### src/rtl/sram_arbiter.sv
// Round-robin arbiter sharing one single-port synchronous SRAM among NUM_REQ requesters.
// Read tags travel down a shift register so each response returns to its requester at fixed latency.
module sram_arbiter #(
  parameter int unsigned DATA_WIDTH   = 8,
  parameter int unsigned ADDR_WIDTH   = 4,
  parameter int unsigned NUM_REQ      = 2,
  parameter int unsigned READ_LATENCY = 1
) (
  input  logic                          clk,
  input  logic                          rst,
  input  logic [NUM_REQ-1:0]            req_valid,
  output logic [NUM_REQ-1:0]            req_ready,
  input  logic [NUM_REQ-1:0]            req_we,
  input  logic [NUM_REQ*ADDR_WIDTH-1:0] req_addr,
  input  logic [NUM_REQ*DATA_WIDTH-1:0] req_wdata,
  output logic [NUM_REQ-1:0]            rsp_valid,
  output logic [DATA_WIDTH-1:0]         rsp_data,
  output logic                          sram_cs,
  output logic                          sram_we,
  output logic [ADDR_WIDTH-1:0]         sram_addr,
  output logic [DATA_WIDTH-1:0]         sram_din,
  input  logic [DATA_WIDTH-1:0]         sram_dout,
  output logic                          busy
);

  localparam int unsigned ID_W  = (NUM_REQ > 1) ? $clog2(NUM_REQ) : 1;
  localparam int unsigned DEPTH = READ_LATENCY + 1;

  logic [ID_W-1:0]       ptr_q, ptr_d;
  logic [ID_W-1:0]       grant_id;
  logic [ID_W-1:0]       cand;
  logic                  grant;

  logic [ADDR_WIDTH-1:0] addr_arr  [NUM_REQ];
  logic [DATA_WIDTH-1:0] wdata_arr [NUM_REQ];

  logic                  cs_q, cs_d;
  logic                  we_q, we_d;
  logic [ADDR_WIDTH-1:0] addr_q, addr_d;
  logic [DATA_WIDTH-1:0] din_q, din_d;

  logic [DEPTH-1:0]      tag_vld_q, tag_vld_d;
  logic [DEPTH*ID_W-1:0] tag_id_q, tag_id_d;
  logic [ID_W-1:0]       rsp_id;

  for (genvar g = 0; g < NUM_REQ; g++) begin : g_unpack
    assign addr_arr[g]  = req_addr[g*ADDR_WIDTH +: ADDR_WIDTH];
    assign wdata_arr[g] = req_wdata[g*DATA_WIDTH +: DATA_WIDTH];
  end

  // First valid requester found scanning upward from the pointer, wrapping.
  always_comb begin
    grant     = 1'b0;
    grant_id  = '0;
    cand      = '0;
    req_ready = '0;
    for (int unsigned k = 0; k < NUM_REQ; k++) begin
      cand = ID_W'((ptr_q + k) % NUM_REQ);
      if (!grant && req_valid[cand]) begin
        grant    = 1'b1;
        grant_id = cand;
      end
    end
    if (rst) begin
      grant = 1'b0;
    end
    if (grant) begin
      req_ready[grant_id] = 1'b1;
    end
  end

  always_comb begin
    ptr_d  = ptr_q;
    cs_d   = grant;
    we_d   = 1'b0;
    addr_d = addr_q;
    din_d  = din_q;
    if (grant) begin
      ptr_d  = (32'(grant_id) == NUM_REQ - 1) ? '0 : grant_id + 1'b1;
      we_d   = req_we[grant_id];
      addr_d = addr_arr[grant_id];
      din_d  = req_we[grant_id] ? wdata_arr[grant_id] : '0;
    end
  end

  // Stage 0 is loaded at the accept edge; the last stage lines up with valid sram_dout.
  always_comb begin
    tag_vld_d = {tag_vld_q[DEPTH-2:0], grant & ~req_we[grant_id]};
    tag_id_d  = {tag_id_q[(DEPTH-1)*ID_W-1:0], grant_id};
  end

  always_ff @(posedge clk) begin
    if (rst) begin
      ptr_q     <= '0;
      cs_q      <= 1'b0;
      we_q      <= 1'b0;
      addr_q    <= '0;
      din_q     <= '0;
      tag_vld_q <= '0;
      tag_id_q  <= '0;
    end else begin
      ptr_q     <= ptr_d;
      cs_q      <= cs_d;
      we_q      <= we_d;
      addr_q    <= addr_d;
      din_q     <= din_d;
      tag_vld_q <= tag_vld_d;
      tag_id_q  <= tag_id_d;
    end
  end

  assign rsp_id = tag_id_q[(DEPTH-1)*ID_W +: ID_W];

  always_comb begin
    rsp_valid = '0;
    if (tag_vld_q[DEPTH-1]) begin
      rsp_valid[rsp_id] = 1'b1;
    end
  end

  assign rsp_data  = sram_dout;
  assign busy      = |tag_vld_q;
  assign sram_cs   = cs_q;
  assign sram_we   = we_q;
  assign sram_addr = addr_q;
  assign sram_din  = din_q;

endmodule

### config.mk
export PLATFORM = sky130hd
export DESIGN_NAME = sram_arbiter
export DESIGN_NICKNAME = d
export VERILOG_FILES = /design/src/rtl/sram_arbiter.sv
export SDC_FILE = /design/constraint.sdc
export NUM_CORES = 1
export LEC_CHECK = 0
export BUFFER_PORTS_ARGS = -buffer_cell sky130_fd_sc_hd__clkbuf_2
export CAP_MARGIN = 25
export CORE_MARGIN = 2
export CORE_UTILIZATION = 41
export CTS_CLUSTER_DIAMETER = 100
export CTS_CLUSTER_SIZE = 25
export DETAILED_ROUTE_END_ITERATION = 8
export HOLD_SLACK_MARGIN = 0.1
export PLACE_DENSITY = 0.83
export RECOVER_POWER = 25
export SYNTH_ARGS = -nofsm -noshare
export SYNTH_HDL_FRONTEND = slang
export SYNTH_SLANG_ARGS = --single-unit
### constraint.sdc
create_clock -name clk -period 3.27 [get_ports clk]
set_input_delay 0.327 -clock clk [delete_from_list [all_inputs] [get_ports clk]]
set_output_delay 0.327 -clock clk [all_outputs]
set_load 0.1 [all_outputs]
# Word level (Yosys, flattened, before mapping)
# Cells that the tools add are included.
[op_classes]
add_sub_neg = 2
magnitude_cmp = 7
muxes = 25
n_bitwise = 4
reduce_logical = 6
[op_table]
columns = ["operator", "count"]
rows = [
  ["8-bit 2-to-1 mux", 4],
  ["1-bit 2-to-1 mux", 14],
  ["4-bit 2-to-1 mux", 3],
  ["1-bit by 2-bit less-than comparator with 1-bit output, second input constant", 4],
  ["2-bit 2-to-1 mux", 2],
  ["2-bit OR reduction", 2],
  ["1-bit logical AND", 3],
  ["1-bit adder, second input constant", 2],
  ["1-bit demux with 1-bit select", 2],
  ["1-bit greater-or-equal comparator, second input constant", 2],
  ["2-bit greater-or-equal comparator, second input constant", 1],
  ["1-bit NOT", 2],
  ["1-bit NOT with 2-bit output", 1],
  ["1-bit AND", 1],
  ["1-bit logical NOT", 1],
]
[word_totals]
regBits = 19
inputBits = 38
out_inout_bits = 27
word_cells = 51

# Longest topological paths before layout
[depth]
ltp_word = 11
mapped_depth = 5
ltp_nobuf = 4

# Worst setup path after synthesis
# OpenSTA, ideal clock, no wires.
[synth_timing]
path_type = "input port to output port"
start = "in req_valid[1]"
end = "out req_ready[1]"
arrival_ps = 1984
required_time_ps = 2943
path_slack_ps = 959
stages = 4
n_path_buf = 2
cell_sequence = "buf_2 -> nand2_4 -> buf_8 -> nor2_1"
[synth_between]
elab_chain_len = 11
elab_cells_between_ends = 17
classes_between = "order compare: 2; mux: 12; reduce/logical: 3"
[synth_lines]
columns = ["item", "line", "rtl"]
rows = [
  ["start, declared", "11", "input logic [NUM_REQ-1:0] req_valid,"],
  ["1-bit 2-to-1 mux (implied by the code) (2 in series)", "59", "if (!grant && req_valid[cand]) begin"],
  ["1-bit 2-to-1 mux", "59", ""],
  ["1-bit logical NOT", "59", ""],
  ["1-bit logical AND", "59", ""],
  ["1-bit 2-to-1 mux", "59", ""],
  ["1-bit by 2-bit less-than comparator with 1-bit output (implied by the code) / 1-bit greater-or-equal comparator (equally long branches)", "68", "req_ready[grant_id] = 1'b1;"],
  ["1-bit logical AND (implied by the code)", "68", ""],
  ["1-bit 2-to-1 mux (implied by the code)", "68", ""],
  ["1-bit demux with 1-bit select", "68", ""],
  ["2-bit 2-to-1 mux *", "67", "if (grant) begin"],
  ["end, declared", "12", "output logic [NUM_REQ-1:0] req_ready,"],
]
# Every way passes the cells marked *; elsewhere a longest branch is shown, timed or not. The select of a mux whose other input is x is not followed.

# Worst setup path in the final report
[layout_timing]
start = "reg ptr_q"
end = "out req_ready[1]"
[layout_between]
elab_chain_len = 11
elab_cells_between_ends = 18
classes_between = "add/sub: 1; order compare: 2; mux: 12; reduce/logical: 3"
[layout_lines]
columns = ["item", "line", "rtl"]
rows = [
  ["start, declared", "29", "logic [ID_W-1:0] ptr_q, ptr_d;"],
  ["start signal, assigned", "102", "ptr_q <= ptr_d;"],
  ["1-bit 2-to-1 mux (implied by the code) (2 in series)", "59", ""],
  ["1-bit 2-to-1 mux", "59", ""],
  ["1-bit logical NOT", "59", ""],
  ["1-bit logical AND", "59", ""],
  ["1-bit 2-to-1 mux", "59", ""],
  ["1-bit by 2-bit less-than comparator with 1-bit output (implied by the code) / 1-bit greater-or-equal comparator (equally long branches)", "68", ""],
  ["1-bit logical AND (implied by the code)", "68", ""],
  ["1-bit 2-to-1 mux (implied by the code)", "68", ""],
  ["1-bit demux with 1-bit select", "68", ""],
  ["2-bit 2-to-1 mux *", "67", ""],
]
# Marked as above.

==> results.cfg <==
[outcome]
run_status = finished clean

[clock_network]
cts_resized = 0
cts-buffers-inserted = 3
cts_hold_buf = 0
clk-insertion-delay-late_ns = 0.29
number_of_clock_sinks_seen_by_cts = 19
tritoncts_clock_tree = built
clock-root-buffer = clkbuf_4
cts.htree.levels = 1
clkSlewWorstSetupHoldPaths_ns = 0.10
postCtsSetupRepairBufs = 0
clock_buffer_depth = 2

[routing]
drt_first_pass_iters = 4
detail_route.iter0.violations = 8
drc_errors_left = 0
ant_nets = 0
wl_per_cell_um = 11.3
routed_via_density = 4.80
route.final.wire_length_mm = 1.79
dr_total_vias = 763

[finish]
finalCoreUtilization = 0.541
finish.net_count = 171
num-fill-cells = 204
storage_element_area_um2 = 380
n_antenna_cell = 0
instances_no_fill = 159
final_layout_size_suffix_gt1_frac = 0.447
area_of_the_multi_input_gates_um2 = 362
areaGrowthSynthToFinish_pct = 26.0

[timing]
final_hold_viol_count = 0
finalCritPeriodShare = 0.585
finalSetupViolations = 0
layout_min_cycle_time_ns = 1.91
timing.clock.skew_ns = 0.00267
worst_slew_pin_slew_ns = 0.548
setup-tns-final_ns = 0
final-max-slew-violation-count = 0
max-slew-margin-rel = 0.636
grt_setup_unrepaired = no
maxClockFrequency_ghz = 0.523

[logic_synthesis]
mappedNetlistArea_um2 = 833
syn_avg_cell_area_um2 = 9.16
number_of_instances_in_the_synthesized_netlist = 91
synth.distinct_cells = 26
ys_seq_area_frac = 0.456
syn_nets = 129
yosys_warnings = 0
synth.ff_latch_count = 19

[critical_path]
critical_path_class = reg -> out
cp.required_ns = 2.94
timing.critical_path.to_type = output port
crit-reg2reg-capture = sram_din[1]
crit_end = req_ready[1]
setup.reg_to_reg.worst_slack_ns = 2.07
cp_data_arrival_time_ns = 1.59
crit_path_max_fanout = 12
r2r_start = ptr_q
timing.critical_path.from = ptr_q
rr_worst_depth = 4
cp-start-kind = flop

[floorplanning]
die_w_um = 49.1
i_o_pin_total = 65
core_area_um2 = 1940
die_y_um = 49.1
initial_core_util = 0.429
die_area_um2 = 2410
rows = 16

[grt]
grt_antenna_before_repair = 0
global_route.overflow_total = 0
vias_in_the_first_global_route = 760
grt_start_max_net_pins = 13
globalRouteTotalUtil = 0.174
global_route_wire_length_before_repair_mm = 3.22

[place]
port_buffers = 48
final_gp_congestion = 0.819
placed_cells_incl_taps = 155

[job]
maxCapViolCount = 0

[pwr]
power.density_cell_area_nw_per_um2 = 524
vdd_drop_max_mv = 0.206
cell_leakage_power_nw = 0.547

[worst_hold_path]
min_path_type = in -> reg
layout make-up:
type,instances,area share
multi-input combinational,59,0.344
tap,27,0.0322
sequential,19,0.362
inverter,2,0.00715
clock buffer,4,0.0250
timing repair buffer,48,0.229
where the power goes:
part / internal [W] / switching [W] / total, W / leakage [nW]
clock network: 0.0000474 / 0.0000661 / 0.000113 / 0.0150
logic: 0.0000398 / 0.000144 / 0.000183 / 0.375
registers: 0.000246 / 0.00000669 / 0.000253 / 0.157
stage by stage:
| step | total power (W) | cell area [µm²] | setup WS (ns) | hold WS, ns |
|---|---|---|---|---|
| 4_1_cts | 0.000559 | 1050 | 1.32 | 0.219 |
| 3_3_place_gp | 0.000440 | 1020 | 1.49 | 0.428 |
| 5_1_grt | 0.000581 | 1050 | 1.24 | 0.221 |
| 6_report | 0.000550 | 1050 | 1.36 | 0.231 |
| 2_1_floorplan | 0.000452 | 833 | 0.959 | 0.414 |
| 3_5_place_dp | 0.000443 | 1020 | 1.44 | 0.438 |
synthesized netlist by cell type:
cell / count / share of area
dfxtp_1: 19 / 0.46
nand2_1: 14 / 0.063
buf_4: 8 / 0.072
mux2i_1: 8 / 0.096
o21ai_1: 6 / 0.036
a21oi_1: 4 / 0.024
nor2_1: 4 / 0.018
a22oi_1: 3 / 0.027
nor2b_1: 3 / 0.023
o21ai_0: 3 / 0.018
and2_1: 2 / 0.015
inv_1: 2 / 0.0090
nand3_1: 2 / 0.012
a21o_2: 1 / 0.011
a21oi_2: 1 / 0.011
buf_2: 1 / 0.0060
buf_8: 1 / 0.018
clkbuf_1: 1 / 0.0045
nand2_4: 1 / 0.014
nand2b_2: 1 / 0.011
nor2_2: 1 / 0.0075
nor3_1: 1 / 0.0060
nor3_2: 1 / 0.012
nor4_2: 1 / 0.015
o21bai_1: 1 / 0.0090
or2_2: 1 / 0.0075
worst min-delay path by stage:
stage	start	slack (ns)	depth (start not counted)	endpoint
5_1_grt	req_we[0]	0.22	2	tag_vld_q[0]
6_report	req_we[0]	0.23	2	tag_vld_q[0]
3_3_place_gp	tag_id_q[0]	0.43	1	tag_id_q[1]
3_5_place_dp	tag_id_q[0]	0.44	1	tag_id_q[1]
4_1_cts	req_we[0]	0.22	2	tag_vld_q[0]
2_1_floorplan	tag_id_q[0]	0.41	1	tag_id_q[1]
sequential cells by signal, summed over array words and instances, names as in the netlist:
name,count
ptr_q,1
sram_addr,4
sram_cs,1
sram_din,8
sram_we,1
tag_id_q,2
tag_vld_q,2
routing by layer:
metal | vias up | wire length (µm) | track usage
li1 | 380 | - | -
met3 | 4 | 186 | 0.0491
met1 | 337 | 728 | 0.183
met2 | 42 | 854 | 0.295
met4 | 0 | 21 | 0.129
met5 | - | 0 | 0
logic make-up after synthesis:
| group | count (synthesis) | share of synthesized area |
|---|---|---|
| buf+inv | 13 | 0.110 |
| mux | 8 | 0.0961 |
| flops | 19 | 0.456 |
| compound gates | 19 | 0.135 |
| simple gates | 32 | 0.203 |
placed cells by master, fill, tap and decap left out, drive strengths merged:
cell    synthesis  layout
clkbuf          1      52
dfxtp          19      19
nand2          15      15
o21ai           9       9
mux2i           8       8
nor2            5       5
a21oi           5       5
nor2b           3       3
a22oi           3       3
and2            2       2
nand3           2       2
inv             2       2
nor3            2       2
nand2b          1       1
o21bai          1       1
or2             1       1
a21o            1       1
nor4            1       1
worst max-delay path, cell delays in order, from the launching register on:
cell and delay (ns):
dfxtp_1 0.37, nand2b_2 0.19, nand2_4 0.15, nor2_1 0.13, clkbuf_2 0.46
Power figures use the tool's default switching activity.
